==> src/rtl/fp_pkg.sv <==
// Shared widths and arithmetic for the arbitrated floating-point multiplier.
// Fields are {sign, expo, mant}; the mantissa has no hidden bit.
package fp_pkg;

  localparam int NB_SIGN = 1;
  localparam int NB_EXPO = 4;
  localparam int NB_MANT = 8;
  localparam int NB      = NB_SIGN + NB_EXPO + NB_MANT;
  localparam int BIAS    = (2**NB_EXPO - 1) >> 1;

  typedef logic [NB-1:0]      fp_t;
  typedef logic [NB_EXPO-1:0] expo_t;
  typedef logic [NB_MANT-1:0] mant_t;

  // Operand pair plus the requester that issued it.
  typedef struct packed {
    fp_t  a;
    fp_t  b;
    logic id;
  } op_t;

  function automatic logic get_sign(input fp_t x);
    return x[NB-1];
  endfunction

  function automatic expo_t get_expo(input fp_t x);
    return x[NB_MANT +: NB_EXPO];
  endfunction

  function automatic mant_t get_mant(input fp_t x);
    return x[NB_MANT-1:0];
  endfunction

  // Exponent wraps modulo 2**NB_EXPO; mantissa is the truncated integer product.
  function automatic fp_t fp_mul(input fp_t a, input fp_t b);
    logic                   s;
    expo_t                  e;
    logic [2*NB_MANT-1:0]   p;
    s = get_sign(a) ^ get_sign(b);
    e = get_expo(a) + get_expo(b) - expo_t'(BIAS);
    p = {{NB_MANT{1'b0}}, get_mant(a)} * {{NB_MANT{1'b0}}, get_mant(b)};
    return {s, e, p[NB_MANT-1:0]};
  endfunction

endpackage

==> src/rtl/rr_arbiter_2.sv <==
// Two-way round-robin arbiter: one-hot grant, pointer flips to the other
// requester after every grant and holds otherwise.
module rr_arbiter_2 (
  input  logic       i_clock,
  input  logic       i_reset,
  input  logic [1:0] req,
  input  logic       enable,
  output logic [1:0] grant
);

  logic ptr;  // 0 favours requester 0 on contention

  always_comb begin
    // NOTE: default assigned first so every path drives grant and no latch is inferred.
    grant = 2'b00;
    if (enable) begin
      case (req)
        2'b01:   grant = 2'b01;
        2'b10:   grant = 2'b10;
        2'b11:   grant = ptr ? 2'b10 : 2'b01;
        default: grant = 2'b00;
      endcase
    end
  end

  always_ff @(posedge i_clock) begin
    if (i_reset)
      ptr <= 1'b0;
    else if (|grant)
      ptr <= grant[0];
  end

endmodule

==> src/rtl/fp_mult_arbiter.sv <==
// Two requesters share one fp_mul datapath through a 2-stage pipeline
// (operand stage S1, result stage S2) with valid/ready flow control.
module fp_mult_arbiter
  import fp_pkg::*;
(
  input  logic          i_clock,
  input  logic          i_reset,
  input  logic          i_valid0,
  input  logic [NB-1:0] i_dataA0,
  input  logic [NB-1:0] i_dataB0,
  output logic          o_ready0,
  input  logic          i_valid1,
  input  logic [NB-1:0] i_dataA1,
  input  logic [NB-1:0] i_dataB1,
  output logic          o_ready1,
  output logic          o_valid,
  output logic [NB-1:0] o_data,
  output logic          o_id,
  input  logic          i_ready,
  output logic          o_busy
);

  logic       adv1;
  logic       adv2;
  logic       v1;
  op_t        s1;
  op_t        req_op;
  logic [1:0] grant;

  // A stage may load when it is empty or its contents move on this edge.
  assign adv2 = !o_valid || i_ready;
  assign adv1 = !v1 || adv2;

  rr_arbiter_2 u_arb (
    .i_clock (i_clock),
    .i_reset (i_reset),
    .req     ({i_valid1, i_valid0}),
    .enable  (adv1 && !i_reset),
    .grant   (grant)
  );

  assign o_ready0 = grant[0];
  assign o_ready1 = grant[1];
  assign o_busy   = v1 || o_valid;
  assign req_op   = grant[1] ? {i_dataA1, i_dataB1, 1'b1}
                             : {i_dataA0, i_dataB0, 1'b0};

  always_ff @(posedge i_clock) begin
    // NOTE: non-blocking so S1 and S2 both see pre-edge values when they move together.
    if (i_reset) begin
      v1 <= 1'b0;
      // NOTE: operand registers are reset as well; cheap here and keeps S1 deterministic.
      s1 <= '0;
    end else if (adv1) begin
      v1 <= |grant;
      if (|grant)
        s1 <= req_op;
    end else begin
      v1 <= v1 && !adv2;
    end
  end

  always_ff @(posedge i_clock) begin
    if (i_reset) begin
      o_valid <= 1'b0;
      o_data  <= '0;
      o_id    <= 1'b0;
    end else if (adv2) begin
      o_valid <= v1;
      if (v1) begin
        o_data <= fp_mul(s1.a, s1.b);
        o_id   <= s1.id;
      end
    end
  end

endmodule

==> config.mk <==
export PLATFORM = sky130hd
export DESIGN_NAME = fp_mult_arbiter
export DESIGN_NICKNAME = d
export VERILOG_FILES = /design/src/rtl/fp_pkg.sv /design/src/rtl/rr_arbiter_2.sv /design/src/rtl/fp_mult_arbiter.sv
export SDC_FILE = /design/constraint.sdc
export NUM_CORES = 1
export LEC_CHECK = 0
export BUFFER_PORTS_ARGS = -buffer_cell sky130_fd_sc_hd__buf_2
export CAP_MARGIN = 25
export CORE_MARGIN = 4
export CORE_UTILIZATION = 48
export CTS_CLUSTER_DIAMETER = 50
export CTS_CLUSTER_SIZE = 14
export DETAILED_ROUTE_END_ITERATION = 8
export PLACE_DENSITY_LB_ADDON = 0.1
export RECOVER_POWER = 100
export SLEW_MARGIN = 30
export SYNTH_ARGS = -nofsm -noshare
export SYNTH_HDL_FRONTEND = slang
export SYNTH_HIERARCHICAL = 1
export SYNTH_SLANG_ARGS = --single-unit
==> constraint.sdc <==
create_clock -name i_clock -period 3.65 [get_ports i_clock]
set_clock_uncertainty 0.15 [all_clocks]
set_input_delay 0.73 -clock i_clock [delete_from_list [all_inputs] [get_ports i_clock]]
set_output_delay 0.73 -clock i_clock [all_outputs]
set_load 0.03 [all_outputs]
## Yosys cells after proc, flatten, opt, wreduce, memory -nomap -nowiden

Index checks and enable logic that the tools add are counted.

| word-level totals | value |
|---|---|
| input bits | 57 |
| register bits | 44 |
| output and inout port bits | 18 |

| cells by class | value |
|---|---|
| reductions and logical operators | 12 |
| multiply operators | 1 |
| muxes and demuxes | 5 |
| add/sub/neg operators | 2 |
| bitwise logic cells | 1 |
| equal/unequal tests | 3 |

Operators by type and width:

| operator | number |
|---|---|
| $mux W27 | 1 |
| $mul A8 B8 Y8 | 1 |
| $pmux W2 S3 | 1 |
| $add A4 B4 Y4 | 1 |
| $eq A2 B2 Y1 const B | 2 |
| $logic_not A1 Y1 | 4 |
| $mux W2 | 2 |
| $reduce_and A2 Y1 | 2 |
| $sub A4 B3 Y4 const B | 1 |
| $logic_or A1 B1 Y1 | 3 |
| $eq A2 B1 Y1 const B | 1 |
| $logic_and A1 B1 Y1 | 2 |
| $reduce_or A2 Y1 | 1 |
| $mux W1 | 1 |
| $xor A1 B1 Y1 | 1 |

## Depth between registers and ports, before layout

| depth | value |
|---|---|
| word-level depth | 7 |
| gate-level depth with buffers | 15 |
| gate-level depth less buffers | 14 |

## Cells and area by module

Netlist, hierarchy kept.

Modules (own cells, without submodules):

| module | cells an instance | area an instance (um^2) | instances |
|---|---|---|---|
| fp_mult_arbiter | 307 | 2,775.2 | 1 |
| rr_arbiter_2 | 8 | 55.1 | 1 |

## Worst setup path after synthesis

OpenSTA, ideal clock, no wires.

| timing | value |
|---|---|
| path type | register to register |
| start point | register s1[15] (netlist bit) |
| end point | register o_data[7] |
| clock period less this slack | 3,776 ps |
| arrival | 3,547 ps |
| stages on the path, launching flop included | 12 |
| buffers on the path | 0 |
| slack | -126 ps |
| data required time | 3,421 ps |
| cells stage by stage | dfxtp_1 and2_1 fa_1 inv_1 fa_1 fa_1 fa_1 xor2_1 xnor3_1 xnor3_1 xnor3_1 a211oi_2 |

| on the way | value |
|---|---|
| word-level cells in the longest chain between the ends | 1 |

RTL lines:

| element | RTL line | RTL |
|---|---|---|
| start: declaration | fp_mult_arbiter.sv:26 | `op_t s1;` |
| start signal: assignment | fp_mult_arbiter.sv:57 | `s1 <= req_op;` |
| $mul A8 B8 Y8 | fp_pkg.sv:41 | `p = {{NB_MANT{1'b0}}, get_mant(a)} * {{NB_MANT{1'b0}}, get_mant(b)};` |
| end signal: assignment | fp_mult_arbiter.sv:71 | `o_data <= fp_mul(s1.a, s1.b);` |
| end: declaration | fp_mult_arbiter.sv:17 | `output logic [NB-1:0] o_data,` |

Every way passes these cells.
A chain may end at the register's enable or synchronous reset.

## Final worst setup path

| timing | value |
|---|---|
| start point | register s1[16] (netlist bit) |
| end point | register o_data[7] |

The elaborated chain is that of the path after synthesis.

==> metrics.md <==
| Metric | Value |
|---|---|
| Root Buffer | clkbuf_8 |
| Number of enable flip-flop cells after synthesis | 0 |
| Die Y | 84.8 um |
| Nets | 484 |
| Final setup viols | 0 |
| Fin Hold WS | ~0.30 ns |
| Most frequent cells after synthesis | dfxtp_1 (44), nand2_1 (38), nor2_1 (34) |
| First-pass GRT wire length | between 10,000 and 15,000 um |
| Die outline width | ~85 um |
| CTS tree | built |
| Fin cells | 465 |
| Fin crit share | between 90% and 100% |
| Worst EP arrival | roughly 3.7 ns |
| IO Count | 75 |
| Port bufs | 74 |
| Reg-to-reg critical path startpoint | s1[16] |
| Outcome | finished clean |
| Reg clk slew, reported paths | 0.08 ns |
| Placed cell count | about 460 |
| CP dominant cell by count | xnor3_1 |
| Post-CTS Hold Buffers | 0 |
| GRT Resource Usage Total | between 10% and 20% |
| Mapped Area | ~2800 um^2 |
| Pin count of the biggest net entering global routing | between 50 and 60 |
| Die ar. | 7190 um^2 |
| Remaining DRCs | 0 |
| Final hold viol count | 0 |
| Yosys top cell by area | dfxtp_1 |
| DR vias/cell | roughly 5.0 |
| CP cell instances | and2_4 -> fa_2 -> inv_2 -> fa_1 -> fa_1 -> fa_2 -> xor2_1 -> xnor3_1 -> xnor3_1 -> xnor3_1 -> a211oi_2 |
| Synthesis-stage register bit count | 44 |
| Slew headroom | about two fifths |
| Netlist cell types | 28 |
| CTS max path bufs | 2 |
| CP max stage delay | roughly 0.5 ns |
| DP Wirelength | 4810 um |
| Post-synth top flop | dfxtp_1 |
| Number of global-route vias before repair | around 2,300 |
| WL/cell | roughly 13 um |
| Count leader, synth | dfxtp_1 |
| Syn_nets | 405 |
| Total power | roughly 1.2 mW |
| Cells after synthesis | roughly 320 |
| Max VDD drop | around 0.23 mV |
| Initial core utilization | about 50% |
| Clk_lat worst skew | 0.29 ns |
| Top cells by area, synth | dfxtp_1 (31%), fa_1 (9.2%), mux2i_1 (9.2%), ha_1 (8.8%), a211oi_1 (7.7%) |
| CP Max Fanout | 4 |
| Antenna-violating nets left | 0 |
| Reg2reg setup slack | 0.04 ns |
| Fmax | roughly 280 MHz |
| WP buf/inv | 1 |
| Worst min path class | reg -> reg |
| Yosys warning count | 6 |
| Share of cells above drive strength 1 | ~26% |
| Area share of the largest cell type after synthesis | just over 30% |
| RSZ-0062 raised after global routing | true |
| Routability cong. | about 0.84 |
| Clock Sinks | 44 |
| Pins Over Slew Limit | 0 |
| WHS Endpoint | o_data[5] |
| Placement Rows | 27 |
| Crit-path slowest cell | fa_1 |
| Mean area per synthesized cell | 8.98 um^2 |
| Area Overhead vs Synth | 22.0% |
| Total Wirelength | about 6100 um |
| Worst setup SP type | flip-flop |
| PwrDens | approximately 360 nW/um^2 |
| Max_cap viols | 0 |
| Hold path cells | 2 |
| FFs w/ async S/R, synth | 0% |
| Initial DRC count | 103 |
| Hold path start | o_data[5] |
| H-tree levels | 2 |
| CP endpoint kind | flip-flop |
| Inserted Clock Buffers | 5 |
| Final min period | approximately 3.6 ns |
| Cell family with most CP delay | adder cells |
| R2r worst-path depth | 11 |
| Register area share after synthesis | a little under a third |
| Slew @ Worst Pin | 0.906 ns |
| Lkg Pwr | around 1.5 nW |
| Antenna cell count | 0 |
| TritonRoute pass-1 iters | 4 |
| DR vias | roughly 2,300 |
| Total global routing overflow | 0 |
| Initial antenna violation count | 0 |
| FF-to-FF End | o_data[7] |
| Placeable Area | 5610 um^2 |
| Worst path required time | between 3 and 4 ns |
| Crit Path Category | reg -> reg |
| Fillers | roughly 540 |
[how the worst max path moves through the flow]
stage / startpoint / to / slack [ns] / depth (start not counted)
2_1_floorplan: s1[15] / o_data[7] / 0.02 / 11
3_3_place_gp: s1[5] / o_data[7] / -0.02 / 11
3_5_place_dp: s1[5] / o_data[7] / -0.11 / 11
4_1_cts: s1[16] / o_data[7] / 0.005 / 12
5_1_grt: s1[16] / o_data[7] / -0.07 / 11
6_report: s1[16] / o_data[7] / 0.04 / 11
[layout make-up]
type	count	area, um^2	share of cell area [%]
Tap cell	72	90.1	2.61
Inverter	29	109	3.15
Clock buffer	5	68.8	1.99
Clock inverter	1	30.0	0.870
Sequential cell	44	892	25.8
Multi-Input combinational cell	225	1800	52.1
Timing Repair Buffer	89	465	13.5
[cell families after synthesis]
family | count (synthesis) | synth area share, %
xor+xnor | 17 | 6.98
buf+inv | 46 | 7.21
fa+ha+maj | 33 | 18.0
simple gates | 97 | 15.0
mux | 26 | 9.20
compound gates | 52 | 12.4
flops | 44 | 31.1
[where the power goes]
part / switching [mW] / internal (mW) / total (mW)
clock network: 0.161 / 0.197 / 0.358
logic: 0.170 / 0.152 / 0.322
registers: 0.0298 / 0.520 / 0.550
[per-layer routing]
metal | wire length, um | GRT usage (%)
met5 | 0 | 0
met4 | 51 | 3.45
met3 | 242 | 3.63
met2 | 3060 | 31.1
met1 | 2720 | 21.4
[placed cells by master, fill, tap and decap left out, types with 2 or more instances in the layout]
cell type,synthesis,final
dfxtp_1,44,37
and2_4,0,5
inv_1,29,28
ha_1,20,19
buf_6,1,2
a21o_1,2,2
nor2b_1,2,2
buf_2,2,56
xnor3_1,3,3
clkbuf_1,10,18
nand2_1,38,37
xnor2_1,12,12
dfxtp_2,0,6
buf_4,0,12
and2_1,20,14
clkbuf_8,1,5
a21oi_1,18,16
mux2i_1,26,26
fa_1,13,9
a211oi_1,29,29
fa_2,0,4
nor2_1,34,34
[sequential cells by signal, indices dropped and copies added, names as in the netlist]
signal     cells
u_arb/ptr      1
o_data        13
o_id           1
o_valid        1
s1            27
v1             1
[worst reg2reg max path, stage by stage (launching register included)]
cell and delay [ns]:
dfxtp_4 0.36, and2_4 0.16, fa_2 0.35, inv_2 0.06, fa_1 0.42, fa_1 0.50
fa_2 0.37, xor2_1 0.19, xnor3_1 0.24, xnor3_1 0.21, xnor3_1 0.35, a211oi_2 0.17
[per-stage QoR]
step                      setup slack (ns)  instance area, um^2  util [%]  TNS [ns]
after floorplan                     0.0150                 2840         -         0
after global placement             -0.0223                 3330      59.4   -0.0223
after detailed placement            -0.114                 3330      59.4    -0.114
after CTS                          0.00548                 3480      62.1         0
after global routing               -0.0663                 3450      61.6   -0.0717
final                               0.0384                 3450      61.6         0
[what timing repair did]
item                       in CTS  in global routing
pin swaps                       8                  6
gates resized for setup        17                  5
setup endpoints to repair       1                  2
hold endpoints to repair        0                  0
setup buffers                   1                  0
Note: power is estimated with default switching activity, not from simulation.
